### src/rtl/mips_pkg.sv
`default_nettype none
// +----------------------------------------------------------------------------+
// | mips_pkg : constants and types shared by fetch, decode and the hazard unit. |
// | Revision : 1.0                                                              |
// +----------------------------------------------------------------------------+
package mips_pkg;

    localparam int DATA_W_DEF = 23;
    localparam int ADDR_W_DEF = 23;
    localparam logic [ADDR_W_DEF-1:0] RESET_PC_DEF = '0;
    localparam logic [DATA_W_DEF-1:0] NOP = '0;

    typedef enum logic [0:0] {
        S_REQ  = 1'b0,
        S_HOLD = 1'b1
    } fetch_state_t;

endpackage
`default_nettype wire

### src/rtl/fetch_stage_if.sv
`default_nettype none
// +----------------------------------------------------------------------------+
// | fetch_stage_if : instruction-memory request/response bundle.                |
// | Revision : 1.0                                                              |
// +----------------------------------------------------------------------------+
interface fetch_stage_if #(
    parameter int DATA_W = 23,
    parameter int ADDR_W = 23
);
    logic              IMem_Req;
    logic [ADDR_W-1:0] IMem_Addr;
    logic              IMem_Ready;
    logic [DATA_W-1:0] IMem_Data;

    modport master (
        output IMem_Req,
        output IMem_Addr,
        input  IMem_Ready,
        input  IMem_Data
    );

    modport slave (
        input  IMem_Req,
        input  IMem_Addr,
        output IMem_Ready,
        output IMem_Data
    );
endinterface
`default_nettype wire

### src/rtl/ifid_reg.sv
`default_nettype none
// +----------------------------------------------------------------------------+
// | ifid_reg : IF/ID pipeline register with write enable and flush to bubble.   |
// | Revision : 1.0                                                              |
// +----------------------------------------------------------------------------+
module ifid_reg #(
    parameter int DATA_W = 23,
    parameter int ADDR_W = 23
) (
    input  wire logic              clk,
    input  wire logic              rst,
    input  wire logic              i_we,
    input  wire logic              i_flush,
    input  wire logic [DATA_W-1:0] i_instr,
    input  wire logic [ADDR_W-1:0] i_pcplus1,
    input  wire logic              i_valid,
    output logic      [DATA_W-1:0] o_instr,
    output logic      [ADDR_W-1:0] o_pcplus1,
    output logic                   o_valid
);

    logic [DATA_W-1:0] r_instr;
    logic [ADDR_W-1:0] r_pcplus1;
    logic              r_valid;

    // Flush wins over write enable so a redirect always leaves a bubble.
    always_ff @(posedge clk) begin
        if (rst || i_flush) begin
            r_instr   <= '0;
            r_pcplus1 <= '0;
            r_valid   <= 1'b0;
        end else if (i_we) begin
            r_instr   <= i_instr;
            r_pcplus1 <= i_pcplus1;
            r_valid   <= i_valid;
        end
    end

    assign o_instr   = r_instr;
    assign o_pcplus1 = r_pcplus1;
    assign o_valid   = r_valid;

endmodule
`default_nettype wire

### src/rtl/fetch_stage.sv
`default_nettype none
// +----------------------------------------------------------------------------+
// | fetch_stage : PC, instruction-memory handshake, hold buffer and IF/ID reg.  |
// | Revision : 1.0                                                              |
// +----------------------------------------------------------------------------+
module fetch_stage
    import mips_pkg::*;
#(
    parameter int                DATA_W   = DATA_W_DEF,
    parameter int                ADDR_W   = ADDR_W_DEF,
    parameter logic [ADDR_W-1:0] RESET_PC = ADDR_W'(RESET_PC_DEF)
) (
    input  wire logic              clk,
    input  wire logic              rst,
    input  wire logic              PCWriteEn,
    input  wire logic              IFID_WriteEn,
    input  wire logic              Redirect,
    input  wire logic [ADDR_W-1:0] Redirect_Target,
    fetch_stage_if.master          imem,
    output logic      [DATA_W-1:0] IFID_Instr,
    output logic      [ADDR_W-1:0] IFID_PCPlus1,
    output logic                   IFID_Valid
);

    fetch_state_t      r_state;
    fetch_state_t      w_state_nxt;
    logic [ADDR_W-1:0] r_pc;
    logic [ADDR_W-1:0] w_pc_nxt;
    logic [DATA_W-1:0] r_hold;
    logic [DATA_W-1:0] w_hold_nxt;

    logic              w_advance;
    logic              w_redirect;
    logic [ADDR_W-1:0] w_pc_plus1;
    logic [DATA_W-1:0] w_load_instr;
    logic [ADDR_W-1:0] w_load_pcp1;
    logic              w_load_valid;

    assign w_advance  = PCWriteEn & IFID_WriteEn;
    // A stalled ID instruction has no final branch outcome, so only accept when it moves on.
    assign w_redirect = Redirect & IFID_Valid & w_advance;
    assign w_pc_plus1 = r_pc + ADDR_W'(1);

    assign imem.IMem_Req  = (r_state == S_REQ) & ~rst;
    assign imem.IMem_Addr = r_pc;

    always_ff @(posedge clk) begin
        if (rst) begin
            r_state <= S_REQ;
            r_pc    <= RESET_PC;
            r_hold  <= '0;
        end else begin
            r_state <= w_state_nxt;
            r_pc    <= w_pc_nxt;
            r_hold  <= w_hold_nxt;
        end
    end

    always_comb begin
        w_state_nxt  = r_state;
        w_pc_nxt     = r_pc;
        w_hold_nxt   = r_hold;
        w_load_instr = DATA_W'(NOP);
        w_load_pcp1  = '0;
        w_load_valid = 1'b0;
        if (w_redirect) begin
            w_pc_nxt    = Redirect_Target;
            w_hold_nxt  = '0;
            w_state_nxt = S_REQ;
        end else begin
            case (r_state)
                S_REQ: begin
                    if (imem.IMem_Ready) begin
                        if (w_advance) begin
                            w_pc_nxt     = w_pc_plus1;
                            w_load_instr = imem.IMem_Data;
                            w_load_pcp1  = w_pc_plus1;
                            w_load_valid = 1'b1;
                        end else begin
                            w_hold_nxt  = imem.IMem_Data;
                            w_state_nxt = S_HOLD;
                        end
                    end
                end
                S_HOLD: begin
                    if (w_advance) begin
                        w_pc_nxt     = w_pc_plus1;
                        w_load_instr = r_hold;
                        w_load_pcp1  = w_pc_plus1;
                        w_load_valid = 1'b1;
                        w_state_nxt  = S_REQ;
                    end
                end
                default: w_state_nxt = S_REQ;
            endcase
        end
    end

    // Writing with the default (bubble) load covers the not-ready-but-advancing case.
    ifid_reg #(
        .DATA_W (DATA_W),
        .ADDR_W (ADDR_W)
    ) u_ifid_reg (
        .clk       (clk),
        .rst       (rst),
        .i_we      (w_advance),
        .i_flush   (w_redirect),
        .i_instr   (w_load_instr),
        .i_pcplus1 (w_load_pcp1),
        .i_valid   (w_load_valid),
        .o_instr   (IFID_Instr),
        .o_pcplus1 (IFID_PCPlus1),
        .o_valid   (IFID_Valid)
    );

endmodule
`default_nettype wire

### src/flat_wrapper.sv
// flat-port wrapper written by rule: the top's interface ports become plain ports
module fetch_stage_flat import mips_pkg::*;
#(
    parameter int                DATA_W   = DATA_W_DEF,
    parameter int                ADDR_W   = ADDR_W_DEF,
    parameter logic [ADDR_W-1:0] RESET_PC = ADDR_W'(RESET_PC_DEF)
)
  (clk, rst, PCWriteEn, IFID_WriteEn, Redirect, Redirect_Target, IFID_Instr, IFID_PCPlus1, IFID_Valid, imem_IMem_Req, imem_IMem_Addr, imem_IMem_Ready, imem_IMem_Data);
  fetch_stage_if #(.DATA_W(DATA_W), .ADDR_W(ADDR_W)) imem_i ();
  input  wire logic clk;
  input  wire logic rst;
  input  wire logic PCWriteEn;
  input  wire logic IFID_WriteEn;
  input  wire logic Redirect;
  input  wire logic [ADDR_W-1:0] Redirect_Target;
  output logic      [DATA_W-1:0] IFID_Instr;
  output logic      [ADDR_W-1:0] IFID_PCPlus1;
  output logic IFID_Valid;
  output wire logic [$bits(imem_i.IMem_Req)-1:0] imem_IMem_Req;
  output wire logic [$bits(imem_i.IMem_Addr)-1:0] imem_IMem_Addr;
  input wire logic [$bits(imem_i.IMem_Ready)-1:0] imem_IMem_Ready;
  input wire logic [$bits(imem_i.IMem_Data)-1:0] imem_IMem_Data;
  assign imem_IMem_Req = imem_i.IMem_Req;
  assign imem_IMem_Addr = imem_i.IMem_Addr;
  assign imem_i.IMem_Ready = imem_IMem_Ready;
  assign imem_i.IMem_Data = imem_IMem_Data;
  fetch_stage #(.DATA_W(DATA_W), .ADDR_W(ADDR_W), .RESET_PC(RESET_PC)) u_core (.clk(clk), .rst(rst), .PCWriteEn(PCWriteEn), .IFID_WriteEn(IFID_WriteEn), .Redirect(Redirect), .Redirect_Target(Redirect_Target), .imem(imem_i), .IFID_Instr(IFID_Instr), .IFID_PCPlus1(IFID_PCPlus1), .IFID_Valid(IFID_Valid));
endmodule
### config.mk
export PLATFORM = sky130hd
export DESIGN_NAME = fetch_stage_flat
export DESIGN_NICKNAME = d
export VERILOG_FILES = /design/src/rtl/mips_pkg.sv /design/src/rtl/fetch_stage_if.sv /design/src/rtl/ifid_reg.sv /design/src/rtl/fetch_stage.sv /design/src/flat_wrapper.sv
export SDC_FILE = /design/constraint.sdc
export NUM_CORES = 1
export LEC_CHECK = 0
export ABC_AREA = 1
export CAP_MARGIN = 20
export CORE_MARGIN = 3
export CORE_UTILIZATION = 43
export DETAILED_ROUTE_END_ITERATION = 8
export PLACE_DENSITY = 0.76
export SLEW_MARGIN = 10
export SYNTH_ARGS = -nofsm -noshare
export SYNTH_HDL_FRONTEND = slang
export SYNTH_SLANG_ARGS = --single-unit
### constraint.sdc
create_clock -name clk -period 1.3 [get_ports clk]
set_input_delay 0.39 -clock clk [delete_from_list [all_inputs] [get_ports clk]]
set_output_delay 0.39 -clock clk [all_outputs]
set_load 0.03 [all_outputs]
==> qor.yml <==
fin_skew_ps: 16.5
start_kind: "register"
cts_buffer_depth: 2
cp.required_ps: 1600
die-height_um: 106
yosys_warnings: 0
area.growth.synth_to_final_pct: 68.2
cts_max_level: 3
tightest_slew_ps: 263
path_class: "register to register"
cp_cell_sequence: "ha_4, nand2_4, nor2_4, buf_4, nand2_4, nor2_4, nand2_1, nand2_1, nand3_2, a21oi_2"
synth_seq_area_share: 0.441
dp_hpwl_mm: 8.83
globalRouteTotalUtil: 0.236
first_pass_iters: 5
rr_endpoint: "u_core.imem.IMem_Addr[22]"
hold_buffers: 0
final_net_count: 856
grt_use_met1: 0.272
reg2reg_depth: 10
crit_arrival_ps: 1840
grt_overflow: 0
endpoint_kind: "register"
cp_slowest_stage_delay_ps: 400
timing.hold.ws_ps: 457
synthFlopType: "dfxtp_1"
cts-root-buf: "clkbuf_8"
initial_core_util: 0.451
cp-endpoint: "u_core.imem.IMem_Addr[22]"
synth_area_leader_cell: "dfxtp_1"
hold_viol: 0
port_buffers: 122
yosys.cell_types.count: 30
drt_iter0_markers: 335
setup_viol: 53
clock-sinks: 94
async_flop_share: 0
hold_depth: 2
power_leakage_uw: 0.00295
cts_buffers: 9
cp-startpoint: "u_core.imem.IMem_Addr[0]"
drv_cap: 0
power.density_nw_per_um2: 814
die_w_um: 106
ir_drop_mv: 0.513
cp_max_fo: 3
p_total_uw: 5840
hold_class: "register to register"
crit_cells: 10
fin_util: 0.758
cts_tree: "built"
syn_avg_cell_area_um2: 7.01
status: "finished, violations left"
relSlewSlack: 0.824
grt_antenna_before_repair: 0
r2r-start: "u_core.imem.IMem_Addr[0]"
fin_crit_ps: 1550
path_clk_slew_ps: 100
antenna_cells_inserted: 0
path_buf_inv: 1
final_layout_size_suffix_gt1_frac: 0.416
ant_nets: 0
insertion_delay_ps: 370
ios: 123
grt_use_met3: 0.0545
viasPerCell: 5.37
grt_busiest_layer: "met2"
yosys-top-cells-count: "198 x nand2_1, 94 x dfxtp_1, 59 x a21oi_1, 49 x inv_1, 45 x o21ai_0"
fin_ws_ps: -248
synth_top_area_frac: 0.441
wl_mm: 16.0
final_max_slew_viol_count: 0
synth_nets: 662
drc: 0
grt_pass1_vias: 4745
synth_edf_count: 0
die_area_um2: 11200
fin_crit_sh: 1.19
synthCells: 609
grt_pass1_wl_mm: 21.8
gp_congestion: 0.874
row_count: 35
fmax_mhz: 646
ys_ff_latch: 94
core_area_um2: 9460
ff2ff_setup_slack_ps: -250
netlist_area_um2: 4270
pre_cts_ws_ps: -585
grt_max_degree: 37
wl_per_cell_um: 17.1
grt_util_met2: 0.408
rsz0062_at_grt: "true"
synthTopCellsByArea: "dfxtp_1 44%, nand2_1 17%, a21oi_1 6.9%"
cpLargestDelayFamily: "simple AND/OR/NAND/NOR gates"
violations: "setup timing"
cp_slowest_cell: "dfxtp_4"
num_vias: 5035
synth.most_common_cell: "nand2_1"
fin_setup_tns_ps: -5580
-- layout by cell type, fill, tap and decap left out, types with 13 or more instances in the layout --
cell / Yosys / layout
buf_4: 5 / 92
dfxtp_2: 0 / 24
dfxtp_1: 94 / 58
o21ai_1: 24 / 25
a21oi_1: 59 / 38
nand2_4: 1 / 13
a21oi_2: 0 / 21
buf_6: 6 / 53
nor2_4: 6 / 15
inv_1: 49 / 45
o21ai_0: 45 / 32
clkdlybuf4s50_1: 0 / 46
nor2_1: 37 / 29
nand2_2: 4 / 22
nand2_1: 198 / 167
-- worst reg2reg max path: cells and delay by family, from the launching register on --
kind	cells	cell delay, ps
and+or+nand+nor	7	640
DFF	1	400
adders and majority gates	1	150
buffers and inverters	1	150
AOI/OAI and AO/OA	1	140
-- registers in the layout, summed over array words and instances (netlist names) --
signal / cells
u_core.u_ifid_reg.o_instr: 23
u_core.u_ifid_reg.o_pcplus1: 23
u_core.r_hold: 23
u_core.imem.IMem_Addr: 23
u_core.u_ifid_reg.o_valid: 1
u_core.r_state: 1
-- cell families (layout without fill, tap and decap cells) --
family                   after synthesis  after routing  synth area share
XOR/XNOR                               3              3           0.00616
buffers and inverters                 85            284            0.0933
AND/OR/NAND/NOR                      286            286             0.285
flip-flops                            94             94             0.441
adder cells (fa/ha/maj)                1              1           0.00293
AO/OA/AOI/OAI                        140            140             0.172
-- worst min-delay path by stage --
stage | start | to
after global routing | u_core.r_hold[18] | u_core.r_hold[18]
after floorplan | u_core.r_hold[0] | u_core.r_hold[0]
final | u_core.u_ifid_reg.o_instr[17] | u_core.u_ifid_reg.o_instr[17]
after CTS | u_core.u_ifid_reg.o_pcplus1[6] | u_core.u_ifid_reg.o_pcplus1[6]
after global placement | u_core.u_ifid_reg.o_instr[11] | u_core.u_ifid_reg.o_instr[11]
after detailed placement | u_core.u_ifid_reg.o_instr[15] | u_core.u_ifid_reg.o_instr[15]
-- area by class of cell --
class / instances / area (um^2)
Timing Repair Buffer: 213 / 2160
Inverter: 55 / 219
Multi-Input combinational cell: 430 / 2500
Clock buffer: 10 / 128
Clock inverter: 6 / 47.5
Tap cell: 129 / 161
Sequential cell: 94 / 1960
Fill cell: 648 / 2280
-- power by group --
group	internal [uW]	switching, uW	leakage (uW)
Clock	711	1110	0.0000868
Sequential	2940	62.8	0.000784
Combinational	493	529	0.00208
Total	4140	1700	0.00295
-- metrics by stage --
stage          cells  instance area [um^2]
3_5_place_dp     880                  5860
4_1_cts          911                  6440
3_3_place_gp     880                  5860
5_1_grt          937                  7170
2_1_floorplan    609                  4330
6_report         937                  7170
-- metal layers --
metal / share of wire / vias to the layer above
met1: 0.39 / 2347
met5: 0 / -
met3: 0.077 / 67
met2: 0.49 / 287
li1: - / 2334
met4: 0.045 / 0
-- what timing repair did --
action,CTS,global route
pin swaps,23,33
endpoints found under the setup margin,116,92
cloned,1,5
gates resized for setup,97,133
buffers inserted,19,22
Power figures use the tool's default switching activity.
